### src/rtl/demux_1_2_buf.sv
// 1-to-2 stream demultiplexer with an independent 2-entry FIFO per output channel.
// Channel 0 is A and channel 1 is B. Each channel also counts the words routed to it.
module demux_1_2_buf #(
    parameter int unsigned WIDTH = 32
) (
    input  logic             clk,
    input  logic             rst,
    input  logic [WIDTH-1:0] in_data,
    input  logic             in_sel,
    input  logic             in_valid,
    output logic             in_ready,
    output logic [WIDTH-1:0] a_data,
    output logic             a_valid,
    input  logic             a_ready,
    output logic [WIDTH-1:0] b_data,
    output logic             b_valid,
    input  logic             b_ready,
    output logic [15:0]      a_count,
    output logic [15:0]      b_count
);

    localparam logic [1:0] S_EMPTY = 2'd0;
    localparam logic [1:0] S_ONE   = 2'd1;
    localparam logic [1:0] S_FULL  = 2'd2;

    logic [1:0]       r_state [2];
    logic [WIDTH-1:0] r_head  [2];
    logic [WIDTH-1:0] r_tail  [2];
    logic [15:0]      r_count [2];

    logic [1:0] w_out_ready;
    logic [1:0] w_push;
    logic [1:0] w_pop;

    assign w_out_ready = {b_ready, a_ready};

    // No bypass: a FULL channel refuses input even while it pops.
    assign in_ready = (r_state[in_sel] != S_FULL);

    always_comb begin
        w_push = '0;
        w_pop  = '0;
        for (int unsigned c = 0; c < 2; c++) begin
            w_push[c] = in_valid && in_ready && (in_sel == c[0]);
            w_pop[c]  = (r_state[c] != S_EMPTY) && w_out_ready[c];
        end
    end

    always_ff @(posedge clk) begin
        for (int unsigned c = 0; c < 2; c++) begin
            if (rst) begin
                r_state[c] <= S_EMPTY;
                r_head[c]  <= '0;
                r_tail[c]  <= '0;
                r_count[c] <= '0;
            end else begin
                if (w_push[c]) begin
                    r_count[c] <= r_count[c] + 16'd1;
                end
                case (r_state[c])
                    S_EMPTY: begin
                        if (w_push[c]) begin
                            r_head[c]  <= in_data;
                            r_state[c] <= S_ONE;
                        end
                    end
                    S_ONE: begin
                        if (w_push[c] && w_pop[c]) begin
                            r_head[c] <= in_data;
                        end else if (w_push[c]) begin
                            r_tail[c]  <= in_data;
                            r_state[c] <= S_FULL;
                        end else if (w_pop[c]) begin
                            r_state[c] <= S_EMPTY;
                        end
                    end
                    S_FULL: begin
                        if (w_pop[c]) begin
                            r_head[c]  <= r_tail[c];
                            r_state[c] <= S_ONE;
                        end
                    end
                    default: r_state[c] <= S_EMPTY;
                endcase
            end
        end
    end

    assign a_data  = r_head[0];
    assign b_data  = r_head[1];
    assign a_valid = (r_state[0] != S_EMPTY);
    assign b_valid = (r_state[1] != S_EMPTY);
    assign a_count = r_count[0];
    assign b_count = r_count[1];

endmodule
### config.mk
export PLATFORM = sky130hd
export DESIGN_NAME = demux_1_2_buf
export DESIGN_NICKNAME = d
export VERILOG_FILES = /design/src/rtl/demux_1_2_buf.sv
export SDC_FILE = /design/constraint.sdc
export NUM_CORES = 1
export LEC_CHECK = 0
export BUFFER_PORTS_ARGS = -buffer_cell sky130_fd_sc_hd__buf_2
export CORE_UTILIZATION = 40
export DETAILED_ROUTE_END_ITERATION = 10
export SLEW_MARGIN = 20
export SYNTH_ARGS = -nofsm -noshare
export SYNTH_HDL_FRONTEND = slang
export SYNTH_SLANG_ARGS = --single-unit
export TNS_END_PERCENT = 50
### constraint.sdc
create_clock -name clk -period 8.05 [get_ports clk]
set_input_delay 0.4025 -clock clk [delete_from_list [all_inputs] [get_ports clk]]
set_output_delay 0.4025 -clock clk [all_outputs]
set_load 0.005 [all_outputs]
* After elaboration in Yosys (flattened, before gate mapping) *
Memories as Yosys holds them, arrays and structs flattened.
Cells that the tools add are included.

storage, ports and cells
  memories kept = 4
  memory bits (writable) = 164
  word-level logic and storage cells = 119
  output and inout port bits = 99
  input bits = 38
  bits in registers = 0

memory list
  name     words  bits a word  read ports  clocked after memory_dff  write ports  line  RTL
  r_head   2      32           2           0                         2            27    logic [WIDTH-1:0] r_head [2];
  r_tail   2      32           2           0                         2            28    logic [WIDTH-1:0] r_tail [2];
  r_count  2      16           2           0                         2            29    logic [15:0] r_count [2];
  r_state  2      2            3           0                         2            26    logic [1:0] r_state [2];

cells by class
  bitwise gates (word level) = 21
  multiplexer cells = 74
  $add $sub $neg = 2
  reductions and logical operators = 13
  equality and inequality tests = 5

operators with widths
  kind                                                 count
  two-way mux 32 bit                                   8
  two-way mux 1 bit                                    54
  adder 16 x 1 -> 16 bit, second input constant        2
  two-way mux 16 bit                                   2
  two-way mux 2 bit                                    10
  bitwise OR 1 bit                                     20
  logical AND 1 bit                                    7
  OR reduction 3 bit                                   2
  equality test 2 x 1 -> 1 bit, second input constant  2
  equality test 2 bit, second input constant           2
  logical NOT 2 bit                                    2
  nonzero test 2 bit                                   2
  != test 2 bit, second input constant                 1
  inverter 1 bit                                       1

* Depth between registers and ports, before layout *
An unclocked memory read counts as a cell.

  depth in word-level cells = 13
  mapped depth = 7
  depth with buffers taken out = 5

* Worst setup path before layout *
No wires, ideal clock.

  kind = in2reg
  start point = input b_ready
  end point = memory r_tail[1][0] (enable)
  arrival = 3.045 ns
  cell stages on the path = 2
  buffers on the path = 1
  setup time = 0.470 ns
  data required time = 7.580 ns
  setup slack = 4.535 ns
  cells stage by stage = clkbuf_1 -> o31ai_1

RTL lines
  element             line  RTL
  start: declaration  17    input logic b_ready,
  end: declaration    28

==> metrics.json <==
{
  "setup_path": {
    "reg2reg_setup_slack_ps": 5850,
    "crit_path_end": "r_tail[0][28]",
    "timing.critical_path.arrival_ps": 2240,
    "ff2ff_path_depth": 3,
    "critical_path_peak_fanout": 32,
    "setup.worst_path.end_class": "flop",
    "cp-startpoint": "r_state[0][1]",
    "regToRegStartpoint": "r_state[0][1]",
    "worstPathRequired_ps": 8100,
    "setup.worst_path.class": "reg2reg",
    "critPathLaunchType": "flop",
    "critical_path.reg2reg.endpoint": "r_tail[0][28]"
  },
  "drt": {
    "drt-initial-drc-count": 316,
    "detailroute.via_count": 4628,
    "post_drt_via_cell_ratio": 5.036,
    "drc_errors": 0,
    "wl_per_cell_um": 16.88,
    "route.antenna.remaining_nets": 0,
    "first_pass_iteration_count_of_the_detailed_router": 4,
    "routed_wirelength_mm": 15.51
  },
  "grt": {
    "track_usage_pct": 17.87,
    "grt_start_max_net_pins": 34,
    "antenna_found_initial": 0,
    "grt-ovfl-total": 0,
    "grt_pass1_vias": 4526,
    "grt_first_pass_wirelength_mm": 24.31
  },
  "floorplanning": {
    "number_of_rows_in_the_core_area": 48,
    "die-width_um": 135.1,
    "design.core.area_um2": 17300,
    "design.portCount": 137,
    "initial_utilization_pct": 40.98,
    "fp.dieArea_um2": 18260,
    "fp.dieH_um": 135.1
  },
  "placement": {
    "place_congestion": 0.7799,
    "detailed_place_hpwl_mm": 9.905,
    "place.port_buffers": 136,
    "dp_slack_ps": 5615,
    "placedCellCount": 887
  },
  "yosys": {
    "synthesized_netlist_net_count": 586,
    "post_synth_num_cell_types": 39,
    "netlist_area_um2": 7088,
    "post_synth_fa_ha_maj_area_fraction_pct": 0.3530,
    "synthesis.area_per_instance_um2": 12.98,
    "simple_gate_share_of_the_synthesized_area_pct": 16.43,
    "synth-compound-area-share_pct": 7.555,
    "synth_mux_area_share_pct": 0.3177,
    "ys.warnings.count": 0,
    "dominant_combinational_cell_family_by_area_after_synthesis": "simple AND/OR/NAND/NOR gates",
    "synth.ff_latch_count": 164,
    "synth_sequential_area_ratio_pct": 69.48,
    "syn_inst": 546,
    "synth-xor-area-share_pct": 3.213
  },
  "timing": {
    "final_cycle_share_pct": 27.31,
    "setup-violations-final": 0,
    "grt_setup_unrepaired": "no",
    "clock-skew-final_ps": 9.188,
    "worst_max_slew_pin_slew_ps": 845.9,
    "post-route-min-period_ps": 2199,
    "final_critical_path_setup_slack_ps": 5851,
    "slew_viol_final": 0,
    "max_slew_margin_pct": 43.41,
    "timing.setup.tns_ps": 0,
    "final-hold-violation-count": 0,
    "fmax_mhz": 454.9
  },
  "clocking": {
    "cts.sink_count": 164,
    "clock_latency_ps": 420,
    "cts.root.buffer_cell": "sky130_fd_sc_hd__clkbuf_16",
    "cts_buffers": 17,
    "total_of_cells_resized_after_clock_tree_synthesis": 0,
    "cts_setup_buffers": 0,
    "cts_max_level": 4,
    "cts.reportedPaths.clkPinSlew_ps": 60,
    "cts.hold.buffers_added": 0,
    "clock_path_buffers": 2,
    "cts_tree": "yes"
  },
  "power": {
    "peak_supply_drop_v": 0.0001509,
    "power.share.clock_pct": 38.8,
    "p_int_uw": 1516,
    "share_comb_of_total_power_pct": 8.2,
    "switchingPower_uw": 437.4,
    "netSwitchingFraction_pct": 22.40,
    "power.static_leakage_uw": 0.003373,
    "powerDensity_nw_per_um2": 227.1,
    "seqPwrFrac_pct": 53.0
  },
  "cells_and_area": {
    "layout-drive-gt1-share_pct": 26.95,
    "fillCellCount": 1549,
    "area_growth_from_synthesis_to_final_layout_pct": 21.32,
    "fin_cells": 919,
    "layout.cells.most_common_list": "sky130_fd_sc_hd__edfxtp_1 (164), sky130_fd_sc_hd__buf_2 (136), sky130_fd_sc_hd__nand2_1 (79), sky130_fd_sc_hd__and2_1 (64), sky130_fd_sc_hd__nor2_1 (36)",
    "layout.nets": 722,
    "mostFrequentLayoutCell": "sky130_fd_sc_hd__edfxtp_1",
    "antennaDiodeCount": 0
  },
  "status": {
    "run_status": "completed"
  },
  "job": {
    "cap_violations": 0
  },
  "worst_hold_path": {
    "worst_hold_path_type": "in2reg"
  }
}
-- layout make-up --
class	instances	area [um2]	share of cell area, %
tap	225	281.5	3.274
multi-input combinational	343	2033	23.64
timing repair buffer	146	775.7	9.021
clock buffer	18	429.2	4.991
sequential	164	4925	57.27
clock inverter	13	117.6	1.368
inverter	10	37.54	0.4365
-- critical path, cell delays in order, from the launching register on --
cell	delay, ps
sky130_fd_sc_hd__edfxtp_1	540
sky130_fd_sc_hd__nor3b_1	360
sky130_fd_sc_hd__nand3b_1	220
sky130_fd_sc_hd__nand2_2	670
-- metrics by stage --
step | util, % | hold slack, ps | total power (uW) | area [um2]
2_1_floorplan | - | 511.9 | 1125 | 7088
3_3_place_gp | 46.37 | 517.7 | 1206 | 8020
3_5_place_dp | 46.37 | 520.5 | 1212 | 8020
4_1_cts | 49.53 | 286.1 | 1971 | 8567
5_1_grt | 49.72 | 303.8 | 2027 | 8600
6_report | 49.72 | 304.5 | 1953 | 8600
-- flip-flops by register name (all words and copies together), names as in the netlist --
signal / count
r_head: 64
r_tail: 64
r_count: 32
r_state: 4
-- cells by family after synthesis --
kind of cell,count (synthesis)
AND/OR/NAND/NOR,232
XOR/XNOR,26
buffers and inverters,39
multiplexers,2
adder cells (fa/ha/maj),2
AO/OA/AOI/OAI,81
flip-flops,164
-- worst min-delay path by stage --
stage | start | to | depth (start not counted)
after detailed placement | r_tail[0][15] | r_head[0][15] | 1
after CTS | in_data[0] | r_tail[1][0] | 2
after global routing | in_data[0] | r_tail[1][0] | 2
final | in_data[0] | r_tail[1][0] | 2
after floorplan | r_tail[0][10] | r_head[0][10] | 1
after global placement | r_tail[0][22] | r_head[0][22] | 1
-- power by group through the flow --
| stage | combinational (uW) | sequential, uW | clock (uW) |
|---|---|---|---|
| finish | 160 | 1040 | 757 |
| global route | 178 | 1040 | 807 |
| CTS | 159 | 1040 | 775 |
| detailed placement | 159 | 1050 | 0 |
| global placement | 154 | 1050 | 0 |
| floorplan | 72.1 | 1050 | 0 |
-- cells in the mapped netlist (all sizes together) --
library cell,number,area share [%]
clkbuf,1,0.053
o21bai,1,0.11
edfxtp,164,69
and3,1,0.088
nand3,13,0.92
o31ai,1,0.11
xnor2,24,3.0
a211oi,1,0.11
or3,3,0.26
nor2b,3,0.41
buf,28,2.1
a21oi,35,2.5
nor4,9,0.88
a31oi,1,0.088
o21ai,9,0.64
nand2,80,4.2
or2,2,0.18
nor2,37,2.0
xor2,2,0.25
o22ai,1,0.088
ha,2,0.35
nor3b,2,0.28
inv,10,0.53
and2,64,5.6
and3b,1,0.12
nand3b,1,0.11
mux2,2,0.32
nand4,6,0.53
a22o,32,4.0
nor3,10,0.78
-- metal layers --
| layer | up-vias | wire, um | part of all wire [%] | track usage (%) |
|---|---|---|---|---|
| li1 | 2239 | - | - | - |
| met1 | 2236 | 6910 | 45 | 23.62 |
| met2 | 142 | 7487 | 48 | 28.46 |
| met3 | 11 | 976 | 6.3 | 4.092 |
| met4 | 0 | 138 | 0.89 | 7.179 |
| met5 | - | 0 | 0 | 0 |
No activity file was read; power rests on OpenSTA's default activity.
